--- src/rtl/mul_div_unit_pkg.sv ---
// Shared definitions for the iterative HI/LO multiply/divide unit:
// opcode encodings, FSM states and the default datapath width.
package mul_div_unit_pkg;

  localparam int unsigned WIDTH_DEF = 32;

  localparam logic [1:0] OP_MULT  = 2'b00;
  localparam logic [1:0] OP_MULTU = 2'b01;
  localparam logic [1:0] OP_DIV   = 2'b10;
  localparam logic [1:0] OP_DIVU  = 2'b11;

  typedef enum logic [1:0] {
    ST_IDLE = 2'd0,
    ST_CALC = 2'd1,
    ST_FIX  = 2'd2
  } mdu_state_e;

  function automatic logic op_is_signed(input logic [1:0] op);
    return ~op[0];
  endfunction

  function automatic logic op_is_div(input logic [1:0] op);
    return op[1];
  endfunction

endpackage

--- src/rtl/mdu_sign_fix.sv ---
// Combinational sign handling: operand magnitudes and result signs on the
// way in, two's-complement correction of the raw HI/LO result on the way out.
module mdu_sign_fix
  import mul_div_unit_pkg::*;
#(
  parameter int unsigned WIDTH = WIDTH_DEF
) (
  input  logic [1:0]         op_i,
  input  logic [WIDTH-1:0]   rs_i,
  input  logic [WIDTH-1:0]   rt_i,
  output logic [WIDTH-1:0]   abs_rs_o,
  output logic [WIDTH-1:0]   abs_rt_o,
  output logic               neg_lo_o,
  output logic               neg_hi_o,
  input  logic [1:0]         fix_op_i,
  input  logic               fix_neg_lo_i,
  input  logic               fix_neg_hi_i,
  input  logic [2*WIDTH-1:0] res_i,
  output logic [2*WIDTH-1:0] fixed_o
);

  logic rs_neg;
  logic rt_neg;

  always_comb begin
    rs_neg   = op_is_signed(op_i) & rs_i[WIDTH-1];
    rt_neg   = op_is_signed(op_i) & rt_i[WIDTH-1];
    abs_rs_o = rs_neg ? -rs_i : rs_i;
    abs_rt_o = rt_neg ? -rt_i : rt_i;
    neg_lo_o = rs_neg ^ rt_neg;
    // Remainder follows the dividend; a product is one 2W-wide value.
    neg_hi_o = op_is_div(op_i) ? rs_neg : (rs_neg ^ rt_neg);
  end

  always_comb begin
    fixed_o = res_i;
    if (op_is_div(fix_op_i)) begin
      fixed_o[2*WIDTH-1:WIDTH] = fix_neg_hi_i ? -res_i[2*WIDTH-1:WIDTH] : res_i[2*WIDTH-1:WIDTH];
      fixed_o[WIDTH-1:0]       = fix_neg_lo_i ? -res_i[WIDTH-1:0] : res_i[WIDTH-1:0];
    end else if (fix_neg_lo_i) begin
      fixed_o = -res_i;
    end
  end

endmodule

--- src/rtl/mul_div_unit.sv ---
// Iterative MULT/MULTU/DIV/DIVU unit with architectural HI/LO registers.
// One shift-add or restoring shift-subtract step per cycle, fixed latency.
module mul_div_unit
  import mul_div_unit_pkg::*;
#(
  parameter int unsigned WIDTH = WIDTH_DEF
) (
  input  logic             clk_i,
  input  logic             rst_i,
  input  logic             start_i,
  input  logic [1:0]       op_i,
  input  logic [WIDTH-1:0] RSdata_i,
  input  logic [WIDTH-1:0] RTdata_i,
  input  logic             mthi_i,
  input  logic             mtlo_i,
  output logic             busy_o,
  output logic             done_o,
  output logic             div_zero_o,
  output logic [WIDTH-1:0] hi_o,
  output logic [WIDTH-1:0] lo_o
);

  localparam int unsigned CW = $clog2(WIDTH) + 1;

  mdu_state_e state_q, state_d;

  logic [1:0]         op_q, op_d;
  logic [CW-1:0]      cnt_q, cnt_d;
  logic [WIDTH-1:0]   opd_q, opd_d;
  logic [2*WIDTH-1:0] acc_q, acc_d;
  logic               neg_lo_q, neg_lo_d;
  logic               neg_hi_q, neg_hi_d;
  logic               zdiv_q, zdiv_d;
  logic [WIDTH-1:0]   rs_q, rs_d;
  logic [WIDTH-1:0]   hi_q, hi_d;
  logic [WIDTH-1:0]   lo_q, lo_d;
  logic               done_q, done_d;
  logic               dz_q, dz_d;

  logic [WIDTH-1:0]   abs_rs;
  logic [WIDTH-1:0]   abs_rt;
  logic               neg_lo_in;
  logic               neg_hi_in;
  logic [2*WIDTH-1:0] fixed_res;

  logic [WIDTH:0]     mul_sum;
  logic [2*WIDTH-1:0] mul_next;
  logic [WIDTH:0]     div_sh;
  logic               div_ge;
  logic [WIDTH-1:0]   div_rem;
  logic [2*WIDTH-1:0] div_next;

  mdu_sign_fix #(
    .WIDTH (WIDTH)
  ) u_sign_fix (
    .op_i         (op_i),
    .rs_i         (RSdata_i),
    .rt_i         (RTdata_i),
    .abs_rs_o     (abs_rs),
    .abs_rt_o     (abs_rt),
    .neg_lo_o     (neg_lo_in),
    .neg_hi_o     (neg_hi_in),
    .fix_op_i     (op_q),
    .fix_neg_lo_i (neg_lo_q),
    .fix_neg_hi_i (neg_hi_q),
    .res_i        (acc_q),
    .fixed_o      (fixed_res)
  );

  // State register
  always_ff @(posedge clk_i or posedge rst_i) begin
    if (rst_i) begin
      state_q <= ST_IDLE;
    end else begin
      state_q <= state_d;
    end
  end

  // Next-state logic
  always_comb begin
    state_d = state_q;
    unique case (state_q)
      ST_IDLE: if (start_i) state_d = ST_CALC;
      ST_CALC: if (cnt_q == CW'(WIDTH - 1)) state_d = ST_FIX;
      ST_FIX:  state_d = ST_IDLE;
      default: state_d = ST_IDLE;
    endcase
  end

  // Output decode
  always_comb begin
    busy_o = (state_q != ST_IDLE);
  end

  // Single iteration steps. The 2W accumulator is {HI part, LO part} for both
  // operations: product shifts right, remainder/quotient pair shifts left.
  always_comb begin
    mul_sum  = {1'b0, acc_q[2*WIDTH-1:WIDTH]} + (acc_q[0] ? {1'b0, opd_q} : {(WIDTH+1){1'b0}});
    mul_next = {mul_sum, acc_q[WIDTH-1:1]};
    div_sh   = {acc_q[2*WIDTH-1:WIDTH], acc_q[WIDTH-1]};
    div_ge   = (div_sh >= {1'b0, opd_q});
    div_rem  = div_ge ? WIDTH'(div_sh - {1'b0, opd_q}) : div_sh[WIDTH-1:0];
    div_next = {div_rem, acc_q[WIDTH-2:0], div_ge};
  end

  always_comb begin
    op_d     = op_q;
    cnt_d    = cnt_q;
    opd_d    = opd_q;
    acc_d    = acc_q;
    neg_lo_d = neg_lo_q;
    neg_hi_d = neg_hi_q;
    zdiv_d   = zdiv_q;
    rs_d     = rs_q;
    hi_d     = hi_q;
    lo_d     = lo_q;
    done_d   = 1'b0;
    dz_d     = 1'b0;
    unique case (state_q)
      ST_IDLE: begin
        if (mthi_i) hi_d = RSdata_i;
        if (mtlo_i) lo_d = RSdata_i;
        if (start_i) begin
          op_d     = op_i;
          cnt_d    = '0;
          neg_lo_d = neg_lo_in;
          neg_hi_d = neg_hi_in;
          zdiv_d   = op_is_div(op_i) && (RTdata_i == '0);
          rs_d     = RSdata_i;
          if (op_is_div(op_i)) begin
            opd_d = abs_rt;
            acc_d = {{WIDTH{1'b0}}, abs_rs};
          end else begin
            opd_d = abs_rs;
            acc_d = {{WIDTH{1'b0}}, abs_rt};
          end
        end
      end
      ST_CALC: begin
        acc_d = op_is_div(op_q) ? div_next : mul_next;
        cnt_d = cnt_q + CW'(1);
      end
      ST_FIX: begin
        done_d = 1'b1;
        if (zdiv_q) begin
          hi_d = rs_q;
          lo_d = '1;
          dz_d = 1'b1;
        end else begin
          hi_d = fixed_res[2*WIDTH-1:WIDTH];
          lo_d = fixed_res[WIDTH-1:0];
        end
      end
      default: ;
    endcase
  end

  always_ff @(posedge clk_i or posedge rst_i) begin
    if (rst_i) begin
      op_q     <= '0;
      cnt_q    <= '0;
      opd_q    <= '0;
      acc_q    <= '0;
      neg_lo_q <= 1'b0;
      neg_hi_q <= 1'b0;
      zdiv_q   <= 1'b0;
      rs_q     <= '0;
      hi_q     <= '0;
      lo_q     <= '0;
      done_q   <= 1'b0;
      dz_q     <= 1'b0;
    end else begin
      op_q     <= op_d;
      cnt_q    <= cnt_d;
      opd_q    <= opd_d;
      acc_q    <= acc_d;
      neg_lo_q <= neg_lo_d;
      neg_hi_q <= neg_hi_d;
      zdiv_q   <= zdiv_d;
      rs_q     <= rs_d;
      hi_q     <= hi_d;
      lo_q     <= lo_d;
      done_q   <= done_d;
      dz_q     <= dz_d;
    end
  end

  assign done_o     = done_q;
  assign div_zero_o = dz_q;
  assign hi_o       = hi_q;
  assign lo_o       = lo_q;

endmodule

--- config.mk ---
export PLATFORM = sky130hd
export DESIGN_NAME = mul_div_unit
export DESIGN_NICKNAME = d
export VERILOG_FILES = /design/src/rtl/mul_div_unit_pkg.sv /design/src/rtl/mdu_sign_fix.sv /design/src/rtl/mul_div_unit.sv
export SDC_FILE = /design/constraint.sdc
export NUM_CORES = 1
export LEC_CHECK = 0
export ABC_AREA = 1
export CAP_MARGIN = 30
export CORE_AREA = 2 2 238 240
export DETAILED_ROUTE_END_ITERATION = 7
export DIE_AREA = 0 0 240 242
export PLACE_DENSITY_LB_ADDON = 0.1
export SLEW_MARGIN = 20
export SYNTH_ARGS = -nofsm -noshare
export SYNTH_HDL_FRONTEND = slang
export SYNTH_SLANG_ARGS = --single-unit
--- constraint.sdc ---
create_clock -name clk_i -period 6.05 [get_ports clk_i]
set_clock_uncertainty 0.1 [all_clocks]
set_input_delay 0.9075 -clock clk_i [delete_from_list [all_inputs] [get_ports clk_i]]
set_output_delay 0.9075 -clock clk_i [all_outputs]
set_load 0.02 [all_outputs]
== After elaboration in Yosys (flattened, before gate mapping) ==
Cells that the tools add are included.

* Add/subtract/negate cells: 8
* Magnitude comparators: 1
* Equal/unequal tests: 7
* Multiplexer cells: 28
* Bitwise operators: 4
* Reduce and logical (&&, ||, !) cells: 11

{| class="wikitable"
|+ Operators by type and width
! kind !! number
|-
| $mux W32 || 12
|-
| $mux W64 || 4
|-
| $neg A32 Y32 || 4
|-
| $pmux W32 S2 || 2
|-
| $pmux W64 S2 || 1
|-
| $neg A64 Y64 || 1
|-
| $add A32 B32 Y33 || 1
|-
| $ge A33 B32 Y1 || 1
|-
| $logic_not A32 Y1 || 1
|-
| $sub A32 B32 Y32 || 1
|-
| $pmux W6 S2 || 1
|-
| $reduce_and A2 Y1 || 5
|-
| $ne A2 B2 Y1 const B || 4
|-
| $add A6 B1 Y6 const B || 1
|-
| $eq A6 B5 Y1 const B || 1
|-
| $mux W6 || 1
|-
| $reduce_bool A2 Y1 || 3
|-
| $mux W1 || 4
|-
| $mux W2 || 2
|-
| $pmux W2 S2 || 1
|-
| $and A1 B1 Y1 || 2
|-
| $eq A2 B1 Y1 const B || 1
|-
| $eq A2 B2 Y1 const B || 1
|-
| $logic_not A2 Y1 || 1
|-
| 3 further kinds || 3
|}

* Bits in registers: 207
* Bits of input ports: 71
* Output and inout bits: 67
* Logic and storage cells: 72

== Depth between registers and ports, before layout ==
Gate-level depths: netlist of run 1.

* Depth after elaboration: 6
* Gate-level depth with buffers: 21
* Mapped depth without buffers: 20

== Cells and area by module ==
From an unflattened synthesis of run 1, not the netlist that was laid out.

* Cells, all modules: 3436
* Area, all modules: 20339.5 sq um

{| class="wikitable"
|+ By module, submodules not included
! module !! instances !! cells each !! area an instance (sq um) !! sequential area each (sq um)
|-
| mul_div_unit || 1 || 2526 || 15849.0 || 5180.0
|-
| mdu_sign_fix || 1 || 910 || 4490.6 || 0.0
|}

== Worst setup path before layout of run 1 ==
No wires, ideal clock.

* Path type: input-to-reg
* From: input port RSdata_i[1]
* To: register acc_q[14]
* Setup time: 0.130 ns
* Arrival time: 2.261 ns
* Data required time: 5.820 ns
* Setup slack: 3.559 ns
* Stages: 14
* Path buffers: 0
* Cell sequence: inv_1 -> ha_1 -> inv_1 -> nor3_2 -> nand2_1 -> nor2_2 -> nand2_1 -> nand2_1 -> xor2_1 -> nand2_1 -> nand3_1 -> nand2_1 -> nand2_1 -> o21ai_1

* Longest elaborated chain between the ends: 5

{| class="wikitable"
|+ Ends and longest elaborated chain
! item !! line !! source
|-
| from (decl) || mul_div_unit.sv:12 || <nowiki>input logic [WIDTH-1:0] RSdata_i,</nowiki>
|-
| $neg A32 Y32 || mdu_sign_fix.sv:28 || <nowiki>abs_rs_o = rs_neg ? -rs_i : rs_i;</nowiki>
|-
| $mux W32 || mdu_sign_fix.sv:28 ||
|-
| $mux W32 || mul_div_unit.sv:130 || <nowiki>if (op_is_div(op_i)) begin</nowiki>
|-
| $mux W64 || mul_div_unit.sv:123 || <nowiki>if (start_i) begin</nowiki>
|-
| $pmux W64 S2 || mul_div_unit.sv:119 || <nowiki>unique case (state_q)</nowiki>
|-
| to (signal assigned) || mul_div_unit.sv:163 || <nowiki>acc_q <= '0;</nowiki>
|-
| to (signal assigned) || mul_div_unit.sv:176 || <nowiki>acc_q <= acc_d;</nowiki>
|-
| to (decl) || mul_div_unit.sv:30 || <nowiki>logic [2*WIDTH-1:0] acc_q, acc_d;</nowiki>
|}

No other way between the ends. The select of a mux whose other input is x is not followed.
A chain may end at the register's enable or synchronous reset.

== Worst setup path in the final report of run 1 ==
* From: register opd_q[14]
* To: register acc_q[47]

* Longest elaborated chain between the ends: 4
* Elaborated cells on any way between the ends: 7
* Those cells by class: 2 x add/sub; 1 x order compare; 4 x mux

{| class="wikitable"
|+ Ends and longest elaborated chain
! item !! line !! source
|-
| from (decl) || mul_div_unit.sv:29 || <nowiki>logic [WIDTH-1:0] opd_q, opd_d;</nowiki>
|-
| from (signal assigned) || mul_div_unit.sv:175 || <nowiki>opd_q <= opd_d;</nowiki>
|-
| $mux W32, or another cell as far along || mul_div_unit.sv:98 || <nowiki>mul_sum = {1'b0, acc_q[2*WIDTH-1:WIDTH]} + (acc_q[0] ? {1'b0, opd_q} : {(WIDTH+1){1'b0}});</nowiki>
|-
| $add A32 B32 Y33 / $mux W32 (equally long branches) || mul_div_unit.sv:98, mul_div_unit.sv:102 ||
|-
| $mux W64 (*) || mul_div_unit.sv:140 || <nowiki>acc_d = op_is_div(op_q) ? div_next : mul_next;</nowiki>
|-
| $pmux W64 S2 (*) || mul_div_unit.sv:119 ||
|}

Mark *: on every way between the ends. The rest lies on a longest branch, timed or not.

==> summary.txt, run 1 <==
Outcome
  – Status: finished, final reports clean

Floorplan
  – Starting Density: 0.3460
  – Die Wd: 240 microns
  – Vert. Die Dim: 242 microns
  – Core box area: 55730 sq um
  – Ports: 138
  – Row count: 87
  – Die area: 58080 sq um

Route
  – 1st-iter DRT viols: 2707
  – Final wirelength: 96.93 mm
  – Final routed DRC violation total: 0
  – Vias per cell: 5.512
  – First drt pass iteration count: 5
  – Total number of vias: 22520
  – Post-DRT Antenna Nets: 0
  – DR WL/cell: 23.72 microns

Cells and area
  – Fill cells: 6273
  – Final core occ: 0.3993
  – # nets final: 3450
  – Layout area overhead: 15.40%
  – Most frequent cells in the layout: nand2_1 (894), nor2_1 (506), inv_1 (390)
  – Share of post-route cells with drive strength above 1: 0.04117
  – Leading cell type in the layout, fill and taps excluded: nand2_1

Power and ir drop
  – Total power: 14750 uW
  – Power per Cell Area: 662.7 nW/um^2
  – Pleak: 0.01085 uW
  – VDD IR max: 0.4939 mV

Synthesis
  – Asr flop ratio synth: 1.000
  – Netlist cell types: 52
  – Yosys warnings: 0
  – #FFs+latches synth: 206
  – Post-synth EDFFs: 0
  – Sequential area share after synthesis: 0.2673
  – Synth top area share: 0.2673
  – Mapped Cells: 3231
  – Yosys top cell by area: dfrtp_1
  – Syn avg cell area: 5.969 sq um
  – Syn Std Cell Area: 19280 sq um
  – Top cells by area, synth: dfrtp_1 (27%), nand2_1 (17%), nor2_1 (9.9%)
  – Post-Synthesis Net Count: 3373
  – Synth Flop Type: dfrtp_1

Place
  – Dpl hpwl: 77.95 mm
  – GPL Wtd Cong: 0.9681
  – IO buf count: 137

STA
  – F_max: 0.2840 GHz
  – Worst slew pin tran: 1.003 ns
  – Final hold slack: 0.3920 ns
  – Setup TNS Final: 0 ns
  – Final setup violation count: 0
  – RSZ-0062 raised after global routing: false
  – Hold Vio Cnt, Final: 0
  – Final Cycle Share: 0.5819
  – Pins Over Slew Limit: 0
  – Post-route minimum period: 3.521 ns
  – Relative max-transition margin: 0.3289

Clock tree
  – Total CTS buffers: 27
  – H-tree Lvls: 1
  – Post CTS Setup Buffer Count: 0
  – CTS Root Buffer Type: clkbuf_16
  – Clock sinks: 206
  – Cts hold-fix bufs: 0
  – Post_cts resized: 0
  – Clock insertion delay at the later pin of the skew report: 0.59 ns
  – TritonCTS clock tree: done
  – Clk slew on worst S/H paths: 0.06 ns
  – Clock Tree Buf Depth: 3

GRT
  – GRT Total Usage: 0.3269
  – First-pass GRT wire length: 140.5 mm
  – Number of global-route vias before repair: 20920
  – Gr ovfl total: 0
  – Initial antenna violation count: 2
  – Largest net degree at the start of global routing: 111

Critical path
  – Crit-path cells: inv_1, ha_1, nand2_1, nor2_1, nand2_1, inv_2, nand2_2, nor3_2, nor2_2, nand2_4, nand4_1, nand4_1, nand2_1
  – Critical Path RT: 6.43 ns
  – R2R setup slack: 2.53 ns
  – Most common cell on crit path: nand2_1
  – Data arrival, critical path: 3.90 ns
  – Crit path max-delay family: simple AND/OR/NAND/NOR gates
  – Setup CP Type: reg2reg
  – Slowest-stage cell, CP: dfrtp_1
  – Crit. End Element: register
  – Crit start category: register
  – CP peak stage delay: 0.60 ns
  – Crit path max fanout: 40
  – Worst Path Buf+Inv: 2

Hold path
  – HP Class: reg2reg

Job
  – Max-cap violations: 0
worst paths after layout:
check | from | to | cells after the start
max | opd_q[14]$_DFFE_PP0P_ | acc_q[47]$_DFFE_PP0P_ | 13
min | rs_q[17]$_DFFE_PP0P_ | rs_q[17]$_DFFE_PP0P_ | 2
max reg2reg | opd_q[14]$_DFFE_PP0P_ | acc_q[47]$_DFFE_PP0P_ | 13
min reg2reg | rs_q[17]$_DFFE_PP0P_ | rs_q[17]$_DFFE_PP0P_ | 2
max in group asynchronous | rst_i | acc_q[41]$_DFFE_PP0P_ | 4
min in group asynchronous | rst_i | rs_q[15]$_DFFE_PP0P_ | 2
Yosys cell counts (all sizes together) (10+ instances only):
library cell  count
nand2           905
o211ai           33
a21oi           202
nor2            525
a21boi           10
nand3b           11
nand3           300
nor3             21
dfrtp           206
clkbuf           78
nand4            63
inv             406
o21ai           229
ha               69
a22oi            14
xor2             61
buf              36
cell type report:
class	instances	area (sq um)	share of cell area
multi-input combinational	2503	12130	0.5451
tap	756	945.9	0.04251
inverter	408	1535	0.06899
clock buffer	34	732.0	0.03289
antenna	2	5.005	0.0002249
timing repair buffer	162	1572	0.07062
sequential	206	5159	0.2318
clock inverter	15	173.9	0.007815
sequential cells by signal, indices dropped and copies added, names as in the netlist:
| register | flops |
|---|---|
| state_q | 2 |
| rs_q | 32 |
| zdiv_q | 1 |
| done_o | 1 |
| neg_hi_q | 1 |
| neg_lo_q | 1 |
| cnt_q | 6 |
| div_zero_o | 1 |
| opd_q | 32 |
| hi_o | 32 |
| lo_o | 32 |
| acc_q | 64 |
| op_q | 1 |
worst reg2reg max path, cell delays in order (launching register included):
cell,delay [ns]
dfrtp_1,0.60
inv_1,0.09
ha_1,0.42
nand2_1,0.13
nor2_1,0.20
nand2_1,0.09
inv_2,0.07
nand2_2,0.06
nor3_2,0.20
nor2_2,0.10
nand2_4,0.49
nand4_1,0.57
nand4_1,0.23
nand2_1,0.06
routing by layer:
layer  track usage  up-vias  part of all wire
met5             0        -           0.00017
met4       0.09244        2             0.031
met3       0.04079      131             0.078
met2        0.4844     1061              0.42
met1        0.4927    10740              0.47
li1              -    10590                 -
kinds of logic after synthesis:
family	share of synthesized area
XOR/XNOR	0.03134
flip-flops	0.2673
buffers and inverters	0.1052
adder cells (fa/ha/maj)	0.04684
AND/OR/NAND/NOR	0.3975
AO/OA/AOI/OAI	0.1518
metrics by stage:
stage                     std cells  worst slack (ns)  cell area (sq um)
after floorplan                3231             2.370              19290
after global placement         4035             2.178              21340
after detailed placement       4035             2.158              21340
after CTS                      4084             2.657              22250
after global routing           4084             2.316              22250
final                          4086             2.529              22250
where the power goes:
part | internal, uW | leakage (uW) | switching (uW)
logic | 3080 | 0.00797 | 6920
clock network | 986 | 0.000447 | 707
registers | 2060 | 0.00242 | 991
No activity file was read; power rests on OpenSTA's default activity.
==> run 2: changes to the inputs <==
==> constraint.sdc (replaced) <==
create_clock -name clk_i -period 3.3 [get_ports clk_i]
set_clock_uncertainty 0.1 [all_clocks]
set_input_delay 0.495 -clock clk_i [delete_from_list [all_inputs] [get_ports clk_i]]
set_output_delay 0.495 -clock clk_i [all_outputs]
set_load 0.02 [all_outputs]
==> run 2 against run 1 <==
  * The flow now finishes with violations (DRC)
  * Register-to-register slack got worse by 2.3 ns
  * Sequential cell count is the same
  * Cell count rose by 2.3%
  * First-iteration DRC count up 6.6%
  * Via count increased by 3.4%
  * Critical path type unchanged
  * Highest routed layer is now met4
==> summary.txt, run 2 (same netlist as run 1, synthesis figures left out) <==
Critical path
  – Crit start category: register (unchanged)
  – CP peak stage delay: 0.45 ns (was 0.60 ns)
  – R2R setup slack: 0.20 ns (was 2.53 ns)
  – Reg2Reg Depth: 16 (was 13)
  – Most common cell on crit path: nand2_1 (unchanged)
  – Worst flop-to-flop path startpoint: acc_q[0]$_DFFE_PP0P_ (was opd_q[14]$_DFFE_PP0P_)
  – RR Endpoint: acc_q[57]$_DFFE_PP0P_ (was acc_q[47]$_DFFE_PP0P_)
  – Data arrival, critical path: 3.49 ns (was 3.90 ns)
  – Crit path max-delay family: simple AND/OR/NAND/NOR gates (unchanged)
  – Critical Path RT: 3.69 ns (was 6.43 ns)
  – Crit-path cells: buf_4, nand2_1, inv_1, ha_1, a21oi_1, o21ai_0, inv_1, nand3_1, nand2_1, nand3_1, nand2_1, nand3_1, nand2_1, inv_1, nand2_1, nand2_1 (was inv_1, ha_1, nand2_1, nor2_1, nand2_1, inv_2, nand2_2, nor3_2, nor2_2, nand2_4, nand4_1, nand4_1, nand2_1)
  – Worst Path Buf+Inv: 4 (was 2)
  – Crit. End Element: register (unchanged)
  – Slowest-stage cell, CP: dfrtp_1 (unchanged)
  – Crit path max fanout: 30 (was 40)
  – Setup CP Type: reg2reg (unchanged)

Route
  – Total number of vias: 23290 (was 22520)
  – First drt pass iteration count: 8 (was 5)
  – Vias per cell: 5.575 (was 5.512)
  – Post-DRT Antenna Nets: 0 (unchanged)
  – Final routed DRC violation total: 4 (was 0)
  – 1st-iter DRT viols: 2885 (was 2707)
  – Final wirelength: 96.58 mm (was 96.93 mm)
  – DR WL/cell: 23.12 microns (was 23.72 microns)

Power and ir drop
  – Power per Cell Area: 1207 nW/um^2 (was 662.7 nW/um^2)
  – Pleak: 0.01134 uW (was 0.01085 uW)
  – VDD IR max: 0.4638 mV (was 0.4939 mV)

STA
  – Worst slew pin tran: 0.8223 ns (was 1.003 ns)
  – Post-route minimum period: 3.100 ns (was 3.521 ns)
  – Final hold slack: 0.3208 ns (was 0.3920 ns)
  – Final setup violation count: 0 (unchanged)
  – Relative max-transition margin: 0.4506 (was 0.3289)
  – Final Cycle Share: 0.9393 (was 0.5819)
  – F_max: 0.3226 GHz (was 0.2840 GHz)
  – RSZ-0062 raised after global routing: false (unchanged)
  – Pins Over Slew Limit: 0 (unchanged)
  – Setup WS post-layout: 0.2003 ns (was 2.529 ns)
  – Hold Vio Cnt, Final: 0 (unchanged)
  – Setup TNS Final: 0 ns (unchanged)

Floorplan
  – Starting Density: 0.3460 (unchanged)
  – Row count: 87 (unchanged)
  – Die area: 58080 sq um (unchanged)
  – Ports: 138 (unchanged)
  – Vert. Die Dim: 242 microns (unchanged)
  – Core box area: 55730 sq um (unchanged)
  – Die Wd: 240 microns (unchanged)

GRT
  – Gr ovfl total: 0 (unchanged)
  – First-pass GRT wire length: 141.3 mm (was 140.5 mm)
  – Largest net degree at the start of global routing: 66 (was 111)
  – Initial antenna violation count: 0 (was 2)
  – GRT Total Usage: 0.3268 (was 0.3269)
  – Number of global-route vias before repair: 21670 (was 20920)

Cells and area
  – Antenna fix cells: 0 (was 2)
  – Reg with most FFs: acc_q (unchanged)
  – Leading cell type in the layout, fill and taps excluded: nand2_1 (unchanged)
  – Most frequent cells in the layout: nand2_1 (894), nor2_1 (506), inv_1 (391) (was nand2_1 (894), nor2_1 (506), inv_1 (390))
  – # nets final: 3543 (was 3450)
  – Share of post-route cells with drive strength above 1: 0.06663 (was 0.04117)
  – Layout area overhead: 19.67% (was 15.40%)
  – Max FFs per register: 64 (unchanged)

Clock tree
  – Clock sinks: 206 (unchanged)
  – Clock Tree Buf Depth: 3 (unchanged)
  – TritonCTS clock tree: done (unchanged)
  – CTS Root Buffer Type: clkbuf_16 (unchanged)
  – Total CTS buffers: 28 (was 27)
  – H-tree Lvls: 1 (unchanged)
  – Clock insertion delay at the later pin of the skew report: 0.59 ns (about the same)
  – Clk slew on worst S/H paths: 0.06 ns (about the same)
  – Cts hold-fix bufs: 0 (unchanged)

Job
  – Max-cap violations: 0 (unchanged)

Place
  – Dpl hpwl: 79.08 mm (was 77.95 mm)
  – IO buf count: 137 (unchanged)
  – Pre-CTS setup slack: 0.1328 ns (was 2.158 ns)
  – GPL Wtd Cong: 1.079 (was 0.9681)

Hold path
  – HP Class: in2async (was reg2reg)

Outcome
  – Status: complete, but fails checks (was finished, final reports clean)
  – Violations in the final reports: DRC
[run 2: worst max-delay path by stage]
stage	to	startpoint	slack [ns]	cells after the start
6_report	acc_q[57]$_DFFE_PP0P_	acc_q[0]$_DFFE_PP0P_	0.20	16
5_1_grt	acc_q[48]$_DFFE_PP0P_	acc_q[0]$_DFFE_PP0P_	0.05	18
4_1_cts	acc_q[63]$_DFFE_PP0P_	acc_q[0]$_DFFE_PP0P_	0.25	16
3_5_place_dp	opd_q[26]$_DFFE_PP0P_	RTdata_i[0]	0.13	12
3_3_place_gp	opd_q[29]$_DFFE_PP0P_	RSdata_i[2]	0.20	11
2_1_floorplan	acc_q[0]$_DFFE_PP0P_	rst_i	0.03	1
[run 2: cell type report]
type | instances | area (sq um)
clock buffer | 41 | 819.5
sequential | 206 | 5159
tap | 756 | 945.9
inverter | 408 | 1535
clock inverter | 10 | 136.4
fill | 6089 | 32660
multi-input combinational | 2503 | 12130
timing repair buffer | 254 | 2350
[run 2: layer usage]
layer | wire, microns | share of wire | vias up | global-route usage
met4 | 4494 | 0.047 | 0 | 0.1319
met1 | 41720 | 0.43 | 11010 | 0.4661
met3 | 9831 | 0.10 | 199 | 0.06404
li1 | - | - | 10790 | -
met2 | 40540 | 0.42 | 1290 | 0.4801
met5 | 0 | 0 | - | 0
[run 2: power breakdown]
part           switching [uW]  internal (uW)
logic                   13100           6300
registers                1450           3790
clock network            1330           1880
[run 2: through the flow]
stage	std cells	total power [uW]	area [sq um]	utilization
global route	4178	29740	23080	0.4141
floorplan	3231	16400	19290	-
detailed placement	4127	24090	22120	0.3969
finish	4178	27860	23080	0.4141
global placement	4127	24030	22120	0.3969
CTS	4178	27370	23080	0.4141
[run 2: timing repair]
action	4_1_cts	5_1_grt
setup buffers	0	0
hold endpoints to repair	0	0
setup endpoints to repair	0	1
gates resized for setup	0	1
